$ cat src/rtl/bpsk_demod_if.sv
// bpsk_demod_if
// Bundles the sample stream going into the BPSK demodulator and the decision
// stream coming out of it.
//
// Handshake: sample_valid qualifies rx_in/ref_in for one cycle. There is no
// back-pressure; the demodulator accepts every valid sample. sym_start is a
// one-cycle alignment strobe. bit_valid is a one-cycle pulse qualifying
// bit_out/corr_out. Both of those hold their values between pulses.
// sample_cnt is a free-running view of the in-symbol sample counter.
//
// Signals:
//   sample_valid  master->slave  rx_in/ref_in valid this cycle
//   rx_in [11:0]  master->slave  received sample, two's complement
//   ref_in[11:0]  master->slave  reference sine sample, two's complement
//   sym_start     master->slave  restart integration at a symbol boundary
//   bit_out       slave->master  decided bit (1 = in phase with reference)
//   bit_valid     slave->master  qualifies bit_out/corr_out
//   corr_out      slave->master  signed symbol correlation
//   sample_cnt    slave->master  samples accepted in current symbol
interface bpsk_demod_if #(
    parameter int SAMPLES_PER_SYM = 16,
    parameter int ACC_W           = 32
);
    localparam int CNT_W = $clog2(SAMPLES_PER_SYM);

    logic             sample_valid;
    logic [11:0]      rx_in;
    logic [11:0]      ref_in;
    logic             sym_start;
    logic             bit_out;
    logic             bit_valid;
    logic [ACC_W-1:0] corr_out;
    logic [CNT_W-1:0] sample_cnt;

    modport master (
        output sample_valid, rx_in, ref_in, sym_start,
        input  bit_out, bit_valid, corr_out, sample_cnt
    );

    modport slave (
        input  sample_valid, rx_in, ref_in, sym_start,
        output bit_out, bit_valid, corr_out, sample_cnt
    );
endinterface

$ cat src/rtl/bpsk_demod.sv
// bpsk_demod
// Coherent BPSK demodulator. Each accepted received sample is multiplied by
// the reference sine sample, the products are integrated over one symbol and
// the sign of the sum gives the hard decision (a zero sum decides 1).
//
// Pipeline: S1 registers the product and a "last sample of symbol" flag,
// S2 accumulates. The last sample accepted in cycle N yields bit_valid in
// cycle N+2.
//
// Ports:
//   clk    system clock
//   reset  asynchronous active-high reset
//   bus    bpsk_demod_if slave modport (samples in, decisions out)
module bpsk_demod #(
    parameter int SAMPLES_PER_SYM = 16,
    parameter int ACC_W           = 32
) (
    input  logic         clk,
    input  logic         reset,
    bpsk_demod_if.slave  bus
);
    localparam int CNT_W = $clog2(SAMPLES_PER_SYM);

    logic [CNT_W-1:0]  cnt;
    logic              in_last;
    logic signed [23:0] rx_ext;
    logic signed [23:0] ref_ext;
    logic signed [23:0] prod;

    logic              s1_valid;
    logic              s1_last;
    logic signed [23:0] s1_prod;

    logic signed [ACC_W-1:0] acc;
    logic signed [ACC_W-1:0] prod_ext;
    logic signed [ACC_W-1:0] sum;
    logic              emit;
    logic              keep;

    logic              bit_q;
    logic              bit_valid_q;
    logic [ACC_W-1:0]  corr_q;

    // Widen both operands to 24 bits first so the product of two 12-bit
    // values is exact, including -2048 * -2048.
    assign rx_ext  = {{12{bus.rx_in[11]}},  bus.rx_in};
    assign ref_ext = {{12{bus.ref_in[11]}}, bus.ref_in};
    assign prod    = rx_ext * ref_ext;

    // A sample arriving with sym_start is sample 0, never the last one.
    assign in_last = (cnt == CNT_W'(SAMPLES_PER_SYM - 1)) && !bus.sym_start;

    always_ff @(posedge clk or posedge reset) begin
        if (reset) begin
            cnt <= '0;
        end else if (bus.sym_start) begin
            cnt <= bus.sample_valid ? CNT_W'(1) : '0;
        end else if (bus.sample_valid) begin
            cnt <= in_last ? '0 : cnt + CNT_W'(1);
        end
    end

    // S1: product register.
    always_ff @(posedge clk or posedge reset) begin
        if (reset) begin
            s1_valid <= 1'b0;
            s1_last  <= 1'b0;
            s1_prod  <= '0;
        end else begin
            s1_valid <= bus.sample_valid;
            s1_last  <= bus.sample_valid && in_last;
            if (bus.sample_valid) begin
                s1_prod <= prod;
            end
        end
    end

    // S2: integrate. A last product finishes its symbol even when sym_start
    // arrives in the same cycle; any other product in S1 at sym_start belongs
    // to the symbol being abandoned and is dropped.
    assign prod_ext = {{(ACC_W-24){s1_prod[23]}}, s1_prod};
    assign sum      = acc + prod_ext;
    assign emit     = s1_valid && s1_last;
    assign keep     = s1_valid && !s1_last && !bus.sym_start;

    always_ff @(posedge clk or posedge reset) begin
        if (reset) begin
            acc         <= '0;
            bit_q       <= 1'b0;
            bit_valid_q <= 1'b0;
            corr_q      <= '0;
        end else begin
            bit_valid_q <= emit;
            if (emit) begin
                corr_q <= sum;
                bit_q  <= ~sum[ACC_W-1];
            end
            if (emit || bus.sym_start) begin
                acc <= '0;
            end else if (keep) begin
                acc <= sum;
            end
        end
    end

    assign bus.bit_out    = bit_q;
    assign bus.bit_valid  = bit_valid_q;
    assign bus.corr_out   = corr_q;
    assign bus.sample_cnt = cnt;
endmodule

$ cat src/flat_wrapper.sv
// flat-port wrapper written by rule: the top's interface ports become plain ports
module bpsk_demod_flat 
#(
    parameter int SAMPLES_PER_SYM = 16,
    parameter int ACC_W           = 32
)
  (clk, reset, bus_sample_valid, bus_rx_in, bus_ref_in, bus_sym_start, bus_bit_out, bus_bit_valid, bus_corr_out, bus_sample_cnt);
  bpsk_demod_if #(.SAMPLES_PER_SYM(SAMPLES_PER_SYM), .ACC_W(ACC_W)) bus_i ();
  input  logic clk;
  input  logic reset;
  input wire logic [$bits(bus_i.sample_valid)-1:0] bus_sample_valid;
  input wire logic [$bits(bus_i.rx_in)-1:0] bus_rx_in;
  input wire logic [$bits(bus_i.ref_in)-1:0] bus_ref_in;
  input wire logic [$bits(bus_i.sym_start)-1:0] bus_sym_start;
  output wire logic [$bits(bus_i.bit_out)-1:0] bus_bit_out;
  output wire logic [$bits(bus_i.bit_valid)-1:0] bus_bit_valid;
  output wire logic [$bits(bus_i.corr_out)-1:0] bus_corr_out;
  output wire logic [$bits(bus_i.sample_cnt)-1:0] bus_sample_cnt;
  assign bus_i.sample_valid = bus_sample_valid;
  assign bus_i.rx_in = bus_rx_in;
  assign bus_i.ref_in = bus_ref_in;
  assign bus_i.sym_start = bus_sym_start;
  assign bus_bit_out = bus_i.bit_out;
  assign bus_bit_valid = bus_i.bit_valid;
  assign bus_corr_out = bus_i.corr_out;
  assign bus_sample_cnt = bus_i.sample_cnt;
  bpsk_demod #(.SAMPLES_PER_SYM(SAMPLES_PER_SYM), .ACC_W(ACC_W)) u_core (.clk(clk), .reset(reset), .bus(bus_i));
endmodule
$ cat config.mk
export PLATFORM = sky130hd
export DESIGN_NAME = bpsk_demod_flat
export DESIGN_NICKNAME = d
export VERILOG_FILES = /design/src/rtl/bpsk_demod_if.sv /design/src/rtl/bpsk_demod.sv /design/src/flat_wrapper.sv
export SDC_FILE = /design/constraint.sdc
export NUM_CORES = 1
export LEC_CHECK = 0
export BUFFER_PORTS_ARGS = -buffer_cell sky130_fd_sc_hd__buf_2
export CORE_ASPECT_RATIO = 0.9
export CORE_MARGIN = 2
export CORE_UTILIZATION = 55
export CTS_CLUSTER_SIZE = 25
export DETAILED_ROUTE_END_ITERATION = 10
export PLACE_DENSITY = 0.7
export REMOVE_ABC_BUFFERS = 1
export SLEW_MARGIN = 20
export SYNTH_ARGS = -nofsm -noshare
export SYNTH_HDL_FRONTEND = slang
export SYNTH_SLANG_ARGS = --single-unit
$ cat constraint.sdc
create_clock -name clk -period 3.9 [get_ports clk]
set_clock_uncertainty 0.1 [all_clocks]
set_input_delay 0.195 -clock clk [delete_from_list [all_inputs] [get_ports clk]]
set_output_delay 0.195 -clock clk [all_outputs]
set_load 0.01 [all_outputs]
# Word-level counts from Yosys, hierarchy flattened
# Index checks and enable logic that the tools add are counted.
op_classes:
  add_sub_neg: 2
  multipliers: 1
  n_eq_ne: 1
  n_mux: 6
  n_bitwise: 1
  n_reduce_logical: 10
ops:
  columns: ["op", "count"]
  rows:
  - ["$mux W32", 2]
  - ["$add A32 B24 Y32", 1]
  - ["$mul A12 B12 Y24", 1]
  - ["$mux W4", 3]
  - ["$logic_and A1 B1 Y1", 5]
  - ["$add A4 B1 Y4 const B", 1]
  - ["$eq A4 B4 Y1 const B", 1]
  - ["$reduce_bool A2 Y1", 2]
  - ["$logic_not A1 Y1", 2]
  - ["$logic_or A1 B1 Y1", 1]
  - ["$mux W1", 1]
  - ["$not A1 Y1", 1]
totals:
  ff_bits: 96
  wordCells: 29

# Logic depth before layout (Yosys ltp)
depth:
  depth_word: 5
  ltp_mapped: 22
  mapped_depth_nobuf: 21

# Worst setup path before layout
# Ideal clock, no wire load.
synth_path:
  path_kind: "input port to flip-flop"
  from: "input bus_rx_in[11]"
  to: "register u_core.s1_prod[21]"
  setup_ps: 120
  arrival_time_ps: 5491
  slack_ps: -1810
  path_stages: 22
  path_buffers: 1
  cell_sequence: "clkbuf_1 nand2_1 fa_1 inv_1 ha_1 inv_1 fa_1 inv_1 fa_1 inv_1 fa_1 inv_1 ha_1 a21o_1 a21oi_1 o21ai_0 or4_4 a311oi_2 nor2_1 o21a_1 or3_1 a31o_1"
synth_between:
  elab_chain_len: 1
synth_rtl:
  columns: ["element", "line_no", "rtl"]
  rows:
  - ["start, declared", "flat_wrapper.sv:12", "input wire logic [$bits(bus_i.rx_in)-1:0] bus_rx_in;"]
  - ["$mul A12 B12 Y24", "bpsk_demod.sv:48", "assign prod = rx_ext * ref_ext;"]
  - ["end signal, assigned", "bpsk_demod.sv:73", "s1_prod <= prod;"]
  - ["end, declared", "bpsk_demod.sv:32", "logic signed [23:0] s1_prod;"]
# No other way between the ends.
# A chain may end at the register's enable or synchronous reset.

# Worst setup path after layout
layout_path:
  from: "input bus_rx_in[4]"
  to: "register u_core.s1_prod[21]"
# The elaborated chain is that of the path after synthesis.

==> summary.txt <==
Clock Tree Buf Depth: 2
Final Max Slew Viols: 0
ant diodes: 0
initial antenna violation count: 0
Fmax: 0.1904 GHz
first-pass GRT wire length: 41,350 um
vias: 8,555
Antenna Nets Post-Route: 0
status: complete, but fails checks
hold depth: 2
CP arrival: 5390 ps
Area growth syn-to-layout: 24.85%
Fillers: 1,445
GP Congestion: 0.8769
TritonCTS Buffers: 9
most common library cells after synthesis: nand2_1, inv_1, fa_1, dfrtp_1, ha_1
crit path capture type: flip-flop
max-cap violations: 0
RR Startpoint: u_core.s1_prod[0]
sequential area share after synthesis: 22.64%
Synth Instances: 1,148
post-synthesis cell type count: 58
crit start category: input port
r2r endpoint: u_core.bus.corr_out[30]
Final #Nets: 1,562
min Tclk post-route: 5253 ps
Starting DRT DRC Count: 508
CP Max Fanout: 5
Vias/cell: 5.459
FP Rows: 48
detailed placement HPWL: 18,100 um
leading area contributor after synthesis: fa_1
WHS Endpoint: u_core.bus.sample_cnt[3]
power density over the cells: 1053 nW/um^2
Data required, critical path: 4030 ps
critical path class: in -> reg
clock sink count: 96
Avg WL per Cell: 16.29 um
unrepaired setup endpoints after global routing: yes
Hold Violations, Final: 0
count leader, synth: nand2_1
Synth top area share: 26.22%
# port buffers: 65
vias in the first global route: 8,793
final worst-path cycle share: 134.7%
Clock Latency Late Sink: 350 ps
ys flop type: dfrtp_1
Max transition margin: 38.43%
top post-synthesis cells by area: fa_1, dfrtp_1, ha_1, nand2_1, inv_1
HP Class: in -> reg
largest net degree at the start of global routing: 75
CTS root buffer: clkbuf_16
Final Cell Area: 13,250 um^2
Post-Syn Area per Cell: 9.244 um^2
synthesized area: 10,610 um^2
initial core utilization: 55.74%
Worst-Margin Slew: 923.5 ps
Die Wd: 150.4 um
reg2reg setup slack: 590 ps
setup violators final: 14
CTS clk-pin slew, worst paths: 70 ps
placed cell count: 1,527
#FFs+latches synth: 96
total global routing overflow: 0
Pre-antenna DRT Iters: 5
leakage: 6.796 nW
drt drc: 0
Die H: 135.8 um
violated checks: negative setup slack
CTS tree: done
GRT Overall Usage: 25.19%
Non-Filler Instances: 1,567
fraction of registers with async set or reset after synthesis: 100.0%
die area: 20,420 um^2
WL final: 25,530 um
H-tree depth: 3
Place WS: -1807 ps
Core ar.: 19,040 um^2
EDFF count, synth: 0
I/O pin count: 66
yosys warns: 0
Peak supply drop: 1.090 mV
HP Start: bus_sym_start
placed standard-cell area: 11,910 um^2
R2R depth: 12
post-route setup slack: -1353 ps
layout cells sized above 1: 26.12%
-- logic make-up after synthesis --
logic type,Yosys count,share of synthesized area (%)
muxes,25,2.558
DFF,96,22.64
and+or+nand+nor,351,15.36
xor gates and xnor gates,49,4.173
adders and majority gates,222,36.01
AOI/OAI and AO/OA,179,11.27
buffers and inverters,226,7.993
-- stage by stage --
stage	total power [mW]	setup TNS (ps)	utilization, %	hold slack (ps)
after detailed placement	10.12	-19090	62.57	357.1
after CTS	12.65	-9537	67.87	13.31
after global routing	15.19	-13040	69.60	25.22
final	13.95	-11260	69.60	20.05
after floorplan	7.401	-11320	-	126.4
after global placement	9.930	-18220	62.57	353.4
-- worst max-delay path, stage by stage --
cell,delay [ps]
buf_8,110
buf_6,120
and2_4,130
fa_1,500
fa_1,560
fa_1,450
fa_1,500
inv_1,50
fa_1,500
inv_2,50
ha_4,210
a21o_1,190
a21oi_2,170
o21ai_2,100
or4_4,460
a311oi_4,330
nor2_2,70
o21a_1,180
or3_1,300
a31o_1,200
-- report_power, final --
part           internal [mW]  leakage [nW]  switching (mW)
sequential              1.27          1.26           0.156
combinational           5.92          5.39            5.69
clock                  0.511         0.150           0.415
total                   7.70          6.80            6.26
-- area by class of cell --
| class | instances | area, um^2 | area share (%) |
|---|---|---|---|
| Clock inverter | 7 | 86.33 | 0.6516 |
| Sequential cell | 96 | 2402 | 18.13 |
| Inverter | 179 | 679.4 | 5.127 |
| Timing Repair Buffer | 200 | 1657 | 12.50 |
| Clock buffer | 9 | 225.2 | 1.700 |
| Multi-Input combinational cell | 826 | 7888 | 59.53 |
| Tap cell | 250 | 312.8 | 2.361 |
-- sequential cells by signal, summed over array words and instances, names as in the netlist --
register and count:
u_core.bus.corr_out 32, u_core.bus.bit_valid 1, u_core.s1_valid 1, u_core.acc 32, u_core.bus.bit_out 1, u_core.s1_prod 24
u_core.bus.sample_cnt 4, u_core.s1_last 1
-- timing repair --
action / in CTS / in global routing
gates resized for setup: 139 / 75
hold endpoints to repair: 31 / 0
endpoints found under the setup margin: 15 / 15
gates cloned: 1 / 0
setup buffers: 15 / 10
hold buffers: 1 / 0
pin swaps: 60 / 56
-- per-layer routing --
metal	vias to the layer above	part of all wire, %	GRT usage [%]
li1	4038	-	-
met1	4307	44	34.94
met2	175	51	42.60
met3	35	3.8	4.175
met4	0	1.5	3.983
met5	-	0	0
-- worst max path at each step --
stage / startpoint / end / slack, ps / cells after the start
after floorplan: bus_ref_in[0] / u_core.s1_prod[21] / -1490 / 21
after global placement: bus_ref_in[11] / u_core.s1_prod[21] / -1760 / 20
after detailed placement: bus_ref_in[11] / u_core.s1_prod[21] / -1810 / 20
after CTS: bus_rx_in[4] / u_core.s1_prod[21] / -1210 / 20
after global routing: bus_rx_in[4] / u_core.s1_prod[21] / -1450 / 20
final: bus_rx_in[4] / u_core.s1_prod[21] / -1350 / 20
-- layout by cell type, fill, tap and decap left out, types with 12 or more instances in the layout --
cell / count
and2_1: 40
inv_2: 18
a21oi_1: 37
o21ai_0: 29
mux2_2: 12
inv_1: 159
xnor2_1: 36
ha_1: 68
a21o_1: 16
nand4_1: 13
a22o_1: 23
dfrtp_1: 96
buf_4: 118
buf_6: 24
fa_1: 131
nor2_1: 36
nand2_2: 15
buf_2: 42
nand2_1: 171
No activity file was read; power rests on OpenSTA's default activity.
